## config.mk

```make
export PLATFORM = sky130hd
export DESIGN_NAME = muldiv32
export DESIGN_NICKNAME = d
export VERILOG_FILES = /design/src/rtl/muldiv_pkg.sv /design/src/rtl/muldiv_step.sv /design/src/rtl/muldiv32.sv
export SDC_FILE = /design/constraint.sdc
export NUM_CORES = 1
export LEC_CHECK = 0
export CAP_MARGIN = 30
export CELL_PAD_IN_SITES_DETAIL_PLACEMENT = 0
export CELL_PAD_IN_SITES_GLOBAL_PLACEMENT = 1
export CORE_UTILIZATION = 35
export DETAILED_ROUTE_END_ITERATION = 8
export PLACE_DENSITY_LB_ADDON = 0.08
export SETUP_SLACK_MARGIN = 0.15
export SYNTH_ARGS = -nofsm -noshare
export SYNTH_HDL_FRONTEND = slang
export SYNTH_SLANG_ARGS = --single-unit
```

## constraint.sdc

```tcl
create_clock -name clk -period 5.6 [get_ports clk]
set_input_delay 1.68 -clock clk [delete_from_list [all_inputs] [get_ports clk]]
set_output_delay 1.68 -clock clk [all_outputs]
set_load 0.01 [all_outputs]
```

## src/rtl/muldiv_pkg.sv

```systemverilog
// muldiv_pkg: shared encodings and sizes for the iterative 32-bit multiply/divide unit.
// Contents: operation encoding, controller state encoding, datapath widths,
// iteration count and a magnitude helper.
package muldiv_pkg;

  localparam int unsigned XLEN   = 32;
  localparam int unsigned DLEN   = 2 * XLEN;
  localparam int unsigned CNT_W  = 6;
  localparam int unsigned ITER_C = 32;

  // Operation select: bit 1 selects divide, bit 0 selects signed.
  typedef enum logic [1:0] {
    OP_MULU = 2'b00,
    OP_MUL  = 2'b01,
    OP_DIVU = 2'b10,
    OP_DIV  = 2'b11
  } op_e;

  typedef enum logic [1:0] {
    S_IDLE = 2'd0,
    S_RUN  = 2'd1,
    S_DONE = 2'd2
  } state_e;

  // Absolute value when treated as signed; 0x80000000 maps to itself (unsigned 2^31).
  function automatic logic [XLEN-1:0] mag(input logic [XLEN-1:0] v, input logic is_signed);
    return (is_signed && v[XLEN-1]) ? XLEN'(~v + XLEN'(1)) : v;
  endfunction

endpackage

```

## src/rtl/muldiv_step.sv

```systemverilog
// muldiv_step: one combinational iteration of the shared multiply/divide datapath.
// Ports:
//   acc_i  - 64-bit accumulator before the step
//   opnd_i - multiplicand magnitude (multiply) or divisor magnitude (divide)
//   div_i  - 1 selects a restoring-divide step, 0 a shift-add multiply step
//   acc_o  - accumulator after the step
module muldiv_step
  import muldiv_pkg::*;
(
  input  logic [DLEN-1:0] acc_i,
  input  logic [XLEN-1:0] opnd_i,
  input  logic            div_i,
  output logic [DLEN-1:0] acc_o
);

  logic [XLEN:0]   sum;
  logic [XLEN:0]   rem;
  logic [XLEN+1:0] diff;

  always_comb begin
    // Multiply: accumulator is {partial product high, remaining multiplier bits}.
    sum  = {1'b0, acc_i[DLEN-1:XLEN]} + (acc_i[0] ? {1'b0, opnd_i} : (XLEN+1)'(0));
    // Divide: accumulator is {partial remainder, remaining dividend / quotient bits}.
    // The shifted remainder can reach 33 bits, so the trial subtract is 34 bits wide.
    rem  = {acc_i[DLEN-1:XLEN], acc_i[XLEN-1]};
    diff = {1'b0, rem} - {2'b00, opnd_i};
    if (div_i) begin
      if (diff[XLEN+1]) begin
        acc_o = {rem[XLEN-1:0], acc_i[XLEN-2:0], 1'b0};
      end else begin
        acc_o = {diff[XLEN-1:0], acc_i[XLEN-2:0], 1'b1};
      end
    end else begin
      acc_o = {sum, acc_i[XLEN-1:1]};
    end
  end

endmodule

```

## src/rtl/muldiv32.sv

```systemverilog
// muldiv32: iterative 32x32 multiply (64-bit result) and 32/32 divide, one bit per cycle.
// Ports:
//   clk, rst              - clock, synchronous active-high reset
//   in_valid / in_ready   - request handshake; A, B, Op sampled on acceptance
//   A, B, Op              - operands and operation (MULU, MUL, DIVU, DIV)
//   out_valid / out_ready - result handshake
//   Hi, Lo                - product {Hi,Lo}, or remainder / quotient
//   DivZero               - result came from a divide by zero
//   Busy                  - an operation is running or its result is pending
module muldiv32
  import muldiv_pkg::*;
#(
  parameter int unsigned ITER = ITER_C
) (
  input  logic            clk,
  input  logic            rst,
  input  logic            in_valid,
  output logic            in_ready,
  input  logic [XLEN-1:0] A,
  input  logic [XLEN-1:0] B,
  input  logic [1:0]      Op,
  output logic            out_valid,
  input  logic            out_ready,
  output logic [XLEN-1:0] Hi,
  output logic [XLEN-1:0] Lo,
  output logic            DivZero,
  output logic            Busy
);

  state_e           state_q;
  logic [CNT_W-1:0] cnt_q;
  logic [DLEN-1:0]  acc_q;
  logic [XLEN-1:0]  opnd_q;
  logic             is_div_q;
  logic             neg_lo_q;
  logic             neg_hi_q;
  logic [XLEN-1:0]  hi_q;
  logic [XLEN-1:0]  lo_q;
  logic             dz_q;
  logic             in_ready_q;
  logic             out_valid_q;
  logic             busy_q;

  op_e              op_in;
  logic             in_div;
  logic             in_signed;
  logic [XLEN-1:0]  a_mag;
  logic [XLEN-1:0]  b_mag;
  logic [DLEN-1:0]  acc_d;
  logic [DLEN-1:0]  prod;
  logic [XLEN-1:0]  hi_d;
  logic [XLEN-1:0]  lo_d;

  // Decode the incoming request and form operand magnitudes.
  always_comb begin
    op_in     = op_e'(Op);
    in_div    = (op_in == OP_DIVU) || (op_in == OP_DIV);
    in_signed = (op_in == OP_MUL)  || (op_in == OP_DIV);
    a_mag     = mag(A, in_signed);
    b_mag     = mag(B, in_signed);
  end

  muldiv_step u_step (
    .acc_i  (acc_q),
    .opnd_i (opnd_q),
    .div_i  (is_div_q),
    .acc_o  (acc_d)
  );

  // Sign fix-up applied to the final step's output as it is written to Hi/Lo.
  always_comb begin
    prod = neg_lo_q ? DLEN'(~acc_d + DLEN'(1)) : acc_d;
    hi_d = prod[DLEN-1:XLEN];
    lo_d = prod[XLEN-1:0];
    if (is_div_q) begin
      lo_d = neg_lo_q ? XLEN'(~acc_d[XLEN-1:0] + XLEN'(1)) : acc_d[XLEN-1:0];
      hi_d = neg_hi_q ? XLEN'(~acc_d[DLEN-1:XLEN] + XLEN'(1)) : acc_d[DLEN-1:XLEN];
    end
  end

  // Controller and datapath registers.
  always_ff @(posedge clk) begin
    if (rst) begin
      state_q     <= S_IDLE;
      cnt_q       <= '0;
      acc_q       <= '0;
      opnd_q      <= '0;
      is_div_q    <= 1'b0;
      neg_lo_q    <= 1'b0;
      neg_hi_q    <= 1'b0;
      hi_q        <= '0;
      lo_q        <= '0;
      dz_q        <= 1'b0;
      in_ready_q  <= 1'b1;
      out_valid_q <= 1'b0;
      busy_q      <= 1'b0;
    end else begin
      case (state_q)
        S_IDLE: begin
          if (in_valid && in_ready_q) begin
            is_div_q   <= in_div;
            neg_lo_q   <= in_signed && (A[XLEN-1] ^ B[XLEN-1]);
            neg_hi_q   <= in_signed && in_div && A[XLEN-1];
            cnt_q      <= '0;
            in_ready_q <= 1'b0;
            busy_q     <= 1'b1;
            if (in_div && (B == '0)) begin
              // Divide by zero bypasses the iteration entirely.
              state_q     <= S_DONE;
              hi_q        <= A;
              lo_q        <= '1;
              dz_q        <= 1'b1;
              out_valid_q <= 1'b1;
            end else begin
              state_q <= S_RUN;
              acc_q   <= in_div ? {XLEN'(0), a_mag} : {XLEN'(0), b_mag};
              opnd_q  <= in_div ? b_mag : a_mag;
            end
          end
        end
        S_RUN: begin
          acc_q <= acc_d;
          cnt_q <= cnt_q + CNT_W'(1);
          if (cnt_q == CNT_W'(ITER - 1)) begin
            state_q     <= S_DONE;
            hi_q        <= hi_d;
            lo_q        <= lo_d;
            dz_q        <= 1'b0;
            out_valid_q <= 1'b1;
          end
        end
        S_DONE: begin
          if (out_ready) begin
            state_q     <= S_IDLE;
            out_valid_q <= 1'b0;
            busy_q      <= 1'b0;
            in_ready_q  <= 1'b1;
          end
        end
        default: begin
          state_q     <= S_IDLE;
          out_valid_q <= 1'b0;
          busy_q      <= 1'b0;
          in_ready_q  <= 1'b1;
        end
      endcase
    end
  end

  assign in_ready  = in_ready_q;
  assign out_valid = out_valid_q;
  assign Hi        = hi_q;
  assign Lo        = lo_q;
  assign DivZero   = dz_q;
  assign Busy      = busy_q;

endmodule

```

## Yosys cells after proc, flatten, opt, wreduce, memory -nomap -nowiden

Index checks and enable logic that the tools add are counted.

- Bitwise logic cells: 8
- Mux-type cells: 42
- Equal/unequal tests: 11
- Add/sub/neg operators: 8
- Reduce and logical (&&, ||, !) cells: 20

Operator list:

| kind | count |
|---|---|
| $mux W32 | 15 |
| $mux W64 | 5 |
| $add A32 B1 Y32 const B | 4 |
| $not A32 Y32 | 4 |
| $pmux W32 S2 | 2 |
| $pmux W64 S2 | 1 |
| $add A64 B1 Y64 const B | 1 |
| $not A64 Y64 | 1 |
| $sub A33 B32 Y34 | 1 |
| $add A32 B33 Y33 | 1 |
| $logic_not A32 Y1 | 1 |
| $pmux W6 S2 | 1 |
| $reduce_and A3 Y1 | 4 |
| $ne A2 B2 Y1 const B | 5 |
| $pmux W1 S3 | 3 |
| $mux W1 | 8 |
| $mux W2 | 4 |
| $reduce_and A4 Y1 | 2 |
| $logic_and A1 B1 Y1 | 7 |
| $add A6 B1 Y6 const B | 1 |
| $eq A2 B2 Y1 const B | 3 |
| $eq A6 B5 Y1 const B | 1 |
| $mux W6 | 1 |
| $pmux W2 S3 | 1 |
| 8 further kinds | 12 |

- Logic and storage cells: 102
- Output and inout bits: 68
- Bits of input ports: 70
- Flip-flop bits (word level): 175

## Longest topological paths before layout

Gate-level depths: netlist of run 1.

- Depth after elaboration: 9
- Mapped depth: 23
- Gate-level depth less buffers: 21

## By module

Synthesis of run 1 repeated with hierarchy kept, for this count alone.

- Cells, all modules: 2081
- Area, all modules: 15310.9 um2

Modules (own cells, without submodules):

| module | seq. area each (um2) | area each (um2) | cells an instance | times used |
|---|---|---|---|---|
| muldiv32 | 3503.4 | 10382.5 | 1345 | 1 |
| muldiv_step | 0.0 | 4928.5 | 736 | 1 |

## Worst setup path before layout of run 1

No wires, ideal clock.

- Path type: register to register
- From: register is_div_q
- To: register hi_q[12] (netlist: Hi[12])
- Data required time: 5530 ps
- Path buffers: 9
- Path slack: 153 ps
- Data arrival time: 5376 ps
- Period minus slack after synthesis: 5447 ps
- Stages on the path, launching flop included: 23
- Setup time: 70 ps
- Cells stage by stage: dfxtp_1 buf_2 buf_1 buf_2 clkbuf_1 buf_1 buf_2 buf_2 buf_2 buf_1 o21ai_0 ha_1 o21ai_0 nand2b_1 or4_1 or3_1 or3_1 or2_2 or3_1 o21ai_1 xnor2_1 o221ai_1 a21oi_1

- Longest elaborated chain between the ends: 7
- Elaborated cells on any way between the ends: 10
- Those cells by class: add/sub: 2; mux: 6; bitwise: 2

RTL lines:

| what | line | RTL |
|---|---|---|
| from (decl) | muldiv32.sv:34 | `logic is_div_q;` |
| from (signal assigned) | muldiv32.sv:101 | `is_div_q <= in_div;` |
| $mux W64 | muldiv_step.sv:27 | `if (div_i) begin` |
| $not A64 Y64 / $not A32 Y32 (equally long branches) | muldiv32.sv:72, muldiv32.sv:77 |  |
| $add A64 B1 Y64 / $add A32 B1 Y32 (equally long branches) | muldiv32.sv:72, muldiv32.sv:77 |  |
| $mux W64 / $mux W32 (equally long branches) | muldiv32.sv:72, muldiv32.sv:77 |  |
| $mux W32 (*) | muldiv32.sv:75 | `if (is_div_q) begin` |
| $mux W32 (*) | muldiv32.sv:124 | `if (cnt_q == CNT_W'(ITER - 1)) begin` |
| $pmux W32 S2 (*) | muldiv32.sv:98 | `case (state_q)` |
| to (signal assigned) | muldiv32.sv:126 | `hi_q <= hi_d;` |
| to (decl) | muldiv32.sv:37 | `logic [XLEN-1:0] hi_q;` |

Mark *: on every way between the ends. The rest lies on a longest branch, timed or not. The select of a mux whose other input is x is not followed.
A chain may end at the register's enable or synchronous reset.

## Worst setup path in the final report of run 1

- From: register opnd_q[26]
- To: register hi_q[12] (netlist: Hi[12])

- Longest elaborated chain between the ends: 9
- Elaborated cells on any way between the ends: 12
- Those cells by class: add/sub: 3; mux: 7; bitwise: 2

RTL lines:

| what | line | RTL |
|---|---|---|
| from (decl) | muldiv32.sv:33 | `logic [XLEN-1:0] opnd_q;` |
| from (signal assigned) | muldiv32.sv:117 | `opnd_q <= in_div ? b_mag : a_mag;` |
| $sub A33 B32 Y34 (*) | muldiv_step.sv:26 | `diff = {1'b0, rem} - {2'b00, opnd_i};` |
| $mux W64 (*) | muldiv_step.sv:28 | `if (diff[XLEN+1]) begin` |
| $mux W64 (*) | muldiv_step.sv:27 |  |
| $not A64 Y64 / $not A32 Y32 (equally long branches) | muldiv32.sv:72, muldiv32.sv:77 |  |
| $add A64 B1 Y64 / $add A32 B1 Y32 (equally long branches) | muldiv32.sv:72, muldiv32.sv:77 |  |
| $mux W64 / $mux W32 (equally long branches) | muldiv32.sv:72, muldiv32.sv:77 |  |
| $mux W32 (*) | muldiv32.sv:75 |  |
| $mux W32 (*) | muldiv32.sv:124 |  |
| $pmux W32 S2 (*) | muldiv32.sv:98 |  |

Marked as above.

==> results.tsv, run 1 <==
metric	value	unit
outcome	complete, no violations	
clk buf depth	2	
setup TNS	0	ns
Post-Synthesis Cells	2144	
Startpoint Class	flop	
final WL	68620	um
PortBufs	137	
Slew Limit Headroom	31.36	%
crit end category	flop	
worst ir drop on vdd	0.2425	mV
Post-DP HPWL	54130	um
pwr/cell area	242.2	mW/mm^2
DR vias/cell	5.862	
MaxCap Viol Count	0	
most common cell after layout, fill and taps aside	nor2_1	
design area	0.01875	mm^2
H-tree Lvls	4	
die height	212.5	um
Slew @ Worst Pin	1.030	ns
final count of negative-setup-slack endpoints	0	
Synth Cell Area	0.01551	mm^2
Worst EP required	6.01	ns
total core area	0.04336	mm^2
final count of pins violating max slew	0	
commonest cells after routing, fill and taps aside	265 x nor2_1, 208 x a21oi_1, 187 x nand2_1	
Main synth FF type	dfxtp_1	
die area	0.04516	mm^2
# IOs	138	
Yosys reg bits	175	
worst setup path class	flop to flop	
largest net degree at the start of global routing	87	
global-route wire length before repair	102300	um
Clock Sink Count	175	
drt pass-1 iters	5	
worst min-delay path class	flop to flop	
P_leak	0.007301	uW
YS warnings	0	
Final Hold Viols	0	
Cell Area, Placed	0.01811	mm^2
GR Overflow Total	0	
Layout area overhead	20.92	%
Hold-fix buffers, CTS	0	
period utilization	94.27	%
Clock transition at path regs	0.07	ns
vias in the first global route	16340	
row count	76	
Num CTS Buffers	17	
Avg WL per Cell	23.73	um
Period minus WS final	5.279	ns
Avg Inst Size Synth	7.234	um^2
Post-synth EDFFs	0	
initial core utilization	35.77	%
Max Freq	189.4	MHz
CTS tree	yes	
ys async rst share	0	%
unrepaired setup endpoints after global routing	true	
CP max FO	5	
initial antenna violation count	2	
placed cells	2857	
Placer Congestion	0.9445	
DRC Markers	0	
post-route insts no fill	2892	
sequential area share after synthesis	22.59	%
First DRT Iteration DRCs	1383	
Mapped Nets	2285	
root buffer selected by CTS	clkbuf_16	
Clock Skews	0.01081	ns
Via Count	16950	
Fillers	4527	
GR Util All Layers	30.42	%
WP data arrival	5.69	ns
die width	212.5	um
layout cell share with drive strength beyond 1	10.88	%
Worst-Skew Late Latency	0.48	ns
remaining antenna violation count after routing	0	
post-synth cell types	91	
Nets	2435	
-- critical path, cell delays in order (launching register included) --
cell	delay [ns]
dfxtp_1	0.36
inv_1	0.06
ha_1	0.31
a21oi_1	0.23
o21ai_0	0.24
a211oi_2	0.27
o31a_1	0.27
nand3_2	0.16
o21ai_2	0.14
ha_1	0.18
o21ai_0	0.10
nand2b_1	0.20
or4_1	0.55
or3_1	0.41
or3_4	0.43
or2_2	0.38
or3_1	0.38
o21ai_1	0.10
xnor2_1	0.16
o221ai_1	0.13
a21oi_1	0.17
-- routing by layer --
metal / vias up / track usage (%) / wire [um]
li1: 8120 / - / -
met1: 8221 / 40.56 / 30970
met2: 517 / 49.83 / 31830
met3: 92 / 3.648 / 3590
met4: 2 / 11.71 / 2219
met5: - / 0 / 12
-- power by group --
part / switching (uW) / internal [uW]
clock: 587 / 579
combinational: 1210 / 734
sequential: 99.9 / 1330
-- timing repair --
action	4_1_cts	5_1_grt
cloned	0	0
pin swaps	0	5
gates resized for setup	2	20
setup buffers	0	3
setup endpoints to repair	3	17
-- synth_stat cells (10+ instances only) --
cell type | count | area share [%]
inv_1 | 60 | 1.5
o22ai_1 | 10 | 0.40
mux2i_1 | 42 | 2.7
nand2_1 | 188 | 4.5
nor2b_1 | 15 | 0.61
xnor2_1 | 80 | 4.5
nor3_1 | 72 | 2.3
a31oi_1 | 41 | 1.7
o211ai_1 | 20 | 0.97
o21ai_0 | 116 | 3.7
dfxtp_1 | 175 | 23
buf_2 | 18 | 0.58
buf_1 | 16 | 0.39
nand3_1 | 52 | 1.7
mux2_2 | 12 | 0.87
clkbuf_1 | 105 | 2.5
xor2_1 | 80 | 4.5
nor2_1 | 267 | 6.5
nand2b_1 | 13 | 0.52
a21oi_1 | 209 | 6.7
a211o_1 | 12 | 0.68
and3_1 | 13 | 0.52
and2_1 | 46 | 1.9
a211oi_1 | 127 | 6.1
a21o_1 | 27 | 1.3
o31ai_1 | 23 | 1.1
nand4_1 | 25 | 1.0
o221ai_1 | 11 | 0.62
or3_1 | 18 | 0.73
nor4_1 | 12 | 0.48
o21a_1 | 19 | 0.92
ha_1 | 69 | 5.6
-- metrics by stage --
step	total power (uW)	hold WS (ns)	util, %	setup WS, ns
final	4542	0.4583	43.25	0.3206
after global routing	4750	0.4832	43.25	0.09461
after CTS	4515	0.4604	43.00	0.1757
after detailed placement	3340	0.4505	41.76	0.1376
after global placement	3341	0.4457	41.66	0.2370
after floorplan	2581	0.4403	-	0.1535
-- flip-flops by register name (all words and copies together) (netlist names) --
name / cells
acc_q: 64
Hi: 32
Lo: 32
opnd_q: 32
cnt_q: 6
state_q: 2
Busy: 1
DivZero: 1
in_ready: 1
is_div_q: 1
neg_hi_q: 1
neg_lo_q: 1
out_valid: 1
-- cell families after synthesis --
| group | Yosys count | synth area share [%] |
|---|---|---|
| XOR/XNOR | 160 | 9.035 |
| buffers and inverters | 206 | 5.276 |
| adder cells (fa/ha/maj) | 71 | 5.824 |
| AO/OA/AOI/OAI | 704 | 30.11 |
| AND/OR/NAND/NOR | 774 | 23.59 |
| multiplexers | 54 | 3.582 |
| flip-flops | 175 | 22.59 |
-- worst paths after layout --
check / endpoint / slack [ns] / startpoint / cells past startpoint
max: Hi[12]$_SDFFE_PP0P_ / 0.32 / opnd_q[26]$_SDFFE_PP0P_ / 20
min: out_valid$_SDFFE_PP0P_ / 0.46 / out_valid$_SDFFE_PP0P_ / 2
max reg2reg: Hi[12]$_SDFFE_PP0P_ / 0.32 / opnd_q[26]$_SDFFE_PP0P_ / 20
min reg2reg: out_valid$_SDFFE_PP0P_ / 0.46 / out_valid$_SDFFE_PP0P_ / 2
-- layout make-up --
class | instances | area [um^2] | share of cell area (%)
multi-input combinational | 1763 | 11310 | 60.32
sequential | 175 | 3508 | 18.71
timing repair buffer | 274 | 2435 | 12.98
tap | 585 | 732.0 | 3.903
clock buffer | 19 | 442.9 | 2.362
inverter | 63 | 236.5 | 1.261
clock inverter | 12 | 85.08 | 0.4537
antenna | 1 | 2.502 | 0.01334
Power figures use the tool's default switching activity.
==> run 2: changes to the inputs <==
==> constraint.sdc (replaced) <==
create_clock -name clk -period 5.6 [get_ports clk]
set_input_delay 1.68 -clock clk [delete_from_list [all_inputs] [get_ports clk]]
set_output_delay 1.68 -clock clk [all_outputs]
set_load 0.005 [all_outputs]
==> results of run 2 <==
The final DEF is identical to that of run 1. Status: complete, no violations.
Main changes from that run: total power 4542 uW -> 4532 uW
==> run 3: changes to the inputs <==
--- a/config.mk
+++ b/config.mk
@@ -8,8 +8,10 @@
 export CAP_MARGIN = 30
 export CELL_PAD_IN_SITES_DETAIL_PLACEMENT = 0
 export CELL_PAD_IN_SITES_GLOBAL_PLACEMENT = 1
+export CORE_MARGIN = 5
 export CORE_UTILIZATION = 35
 export DETAILED_ROUTE_END_ITERATION = 8
+export HOLD_SLACK_MARGIN = 0.1
 export PLACE_DENSITY_LB_ADDON = 0.08
 export SETUP_SLACK_MARGIN = 0.15
 export SYNTH_ARGS = -nofsm -noshare
==> results.tsv, run 3 (synthesis results as in run 1) <==
metric	value	unit
clk buf depth	2	
Clock transition at path regs	0.07	ns
Startpoint Class	flop	
layout cell share with drive strength beyond 1	11.36	%
Slew @ Worst Pin	1.037	ns
Logic pwr share	42.0	%
Sw Share	41.06	%
pwr/cell area	246.5	mW/mm^2
final WL	69200	um
outcome	complete, no violations	
remaining antenna violation count after routing	0	
CP max FO	5	
crit end category	flop	
Worst EP required	5.99	ns
commonest cells after routing, fill and taps aside	266 x nor2_1, 207 x a21oi_1, 188 x nand2_1	
most common cell after layout, fill and taps aside	nor2_1	
area occupied by registers	0.003511	mm^2
worst ir drop on vdd	0.2418	mV
WP data arrival	5.57	ns
H-tree Lvls	4	
Critical Path Start	opnd_q[6]$_SDFFE_PP0P_	
worst min-delay path class	flop to flop	
PnR Total Power	4657	uW
Internal	2745	uW
setup TNS	0	ns
clock power share	27.4	%
die width	220.5	um
largest net degree at the start of global routing	87	
Num CTS Buffers	17	
worst r2r path cells	21	
sequential fraction of design power	30.5	%
r2r endpoint	Hi[20]$_SDFFE_PP0P_	
Placer Congestion	0.9359	
worst setup path class	flop to flop	
Final Hold Viols	0	
row count	77	
Slew Limit Headroom	30.83	%
Period minus WS final	5.184	ns
First DRT Iteration DRCs	1401	
Post-DP HPWL	54850	um
design area	0.01889	mm^2
FF-to-FF setup slack	0.42	ns
Cell Area, Placed	0.01815	mm^2
vias in the first global route	16710	
RR Startpoint	opnd_q[6]$_SDFFE_PP0P_	
Layout area overhead	21.80	%
Reg with most FFs	acc_q	
worst hold path cell count	2	
unrepaired setup endpoints after global routing	false	
initial antenna violation count	0	
antenna diode count	0	
PortBufs	137	
global-route wire length before repair	104400	um
Util after Layout	42.91	%
Avg WL per Cell	23.80	um
Fillers	4728	
final count of pins violating max slew	0	
total core area	0.04403	mm^2
Clock Sink Count	175	
MaxCap Viol Count	0	
Clock Skews	0.01297	ns
die height	220.5	um
GR Util All Layers	28.08	%
period utilization	92.58	%
P_leak	0.007360	uW
switching pwr	1912	uW
crit path capture	Hi[20]$_SDFFE_PP0P_	
GR Overflow Total	0	
DR vias/cell	5.854	
final count of negative-setup-slack endpoints	0	
max FFs per register	64	
CTS tree	yes	
drt pass-1 iters	5	
# IOs	138	
root buffer selected by CTS	clkbuf_16	
initial core utilization	35.23	%
Nets	2443	
die area	0.04862	mm^2
Via Count	17020	
area of the multi-input gates	0.01135	mm^2
DRC Markers	0	
Hold-fix buffers, CTS	0	
Worst-Skew Late Latency	0.48	ns
Max Freq	192.9	MHz
==> run 3: cell count changes in the layout (fill, tap and decap cells not counted), sizes merged <==
cell | previous run | this run
diode | 1 | 0
clkbuf | 19 | 21
inv | 64 | 65
bufinv | 0 | 1
buf | 139 | 147
clkinv | 10 | 7
==> run 3: metrics by stage <==
step,hold slack (ns),setup slack (ns),std cells
floorplan,0.4403,0.1535,2144
global placement,0.4436,0.1580,2872
detailed placement,0.4482,0.06274,2873
CTS,0.4582,0.1664,2905
global route,0.4835,0.1336,2907
finish,0.4577,0.4156,2907
==> run 3: worst min path at each step <==
stage                            startpoint                       to  slack [ns]
global route              Busy$_SDFFE_PP0P_        Busy$_SDFFE_PP0P_        0.48
global placement        Hi[11]$_SDFFE_PP0P_      Hi[11]$_SDFFE_PP0P_        0.44
detailed placement   out_valid$_SDFFE_PP0P_   out_valid$_SDFFE_PP0P_        0.45
finish                    Busy$_SDFFE_PP0P_        Busy$_SDFFE_PP0P_        0.46
CTS                  out_valid$_SDFFE_PP0P_   out_valid$_SDFFE_PP0P_        0.46
floorplan           opnd_q[29]$_SDFFE_PP0P_  opnd_q[29]$_SDFFE_PP0P_        0.44
==> run 3: what timing repair did <==
item,CTS,global route
gates resized for setup,2,24
endpoints found under the setup margin,8,16
pin swaps,0,11
buffers inserted,0,2
==> run 3: area by class of cell <==
type                    instances  share of cell area [%]
repair buffers                282                   13.03
clock buffers                  21                   2.497
flip-flops and latches        175                   18.59
clock inverters                11                  0.6425
inverters                      63                   1.252
well taps                     592                   3.921
multi-input cells            1763                   60.07
==> run 3: critical path: stages, from the launching register on <==
cell and delay, ns:
dfxtp_1 0.35, inv_1 0.05, ha_1 0.29, a21o_1 0.23
a31oi_2 0.26, o221ai_2 0.18, a221oi_4 0.33, nand3_4 0.15
o21ai_2 0.11, ha_1 0.17, o21ai_0 0.12, nand2b_4 0.17
or4_1 0.54, or3_1 0.42, or3_4 0.42, nor2_1 0.31
nor2_1 0.14, nor2b_1 0.16, a21oi_1 0.09, xor2_1 0.17
a211o_1 0.29, a21oi_1 0.14
==> run 3: metal layers <==
metal,vias up,GRT usage [%],part of all wire [%]
met3,114,3.352,4.3
met5,-,0,0
met1,8228,37.89,45
met4,0,11.39,4.1
li1,8148,-,-
met2,529,45.79,46
==> run 3: power by group through the flow <==
| stage | combinational [uW] | clock, uW | sequential [uW] |
|---|---|---|---|
| finish | 1960 | 1280 | 1420 |
| global route | 2120 | 1350 | 1430 |
| global placement | 1910 | 0 | 1450 |
| detailed placement | 1890 | 0 | 1450 |
| CTS | 1910 | 1300 | 1420 |
| floorplan | 1160 | 0 | 1420 |
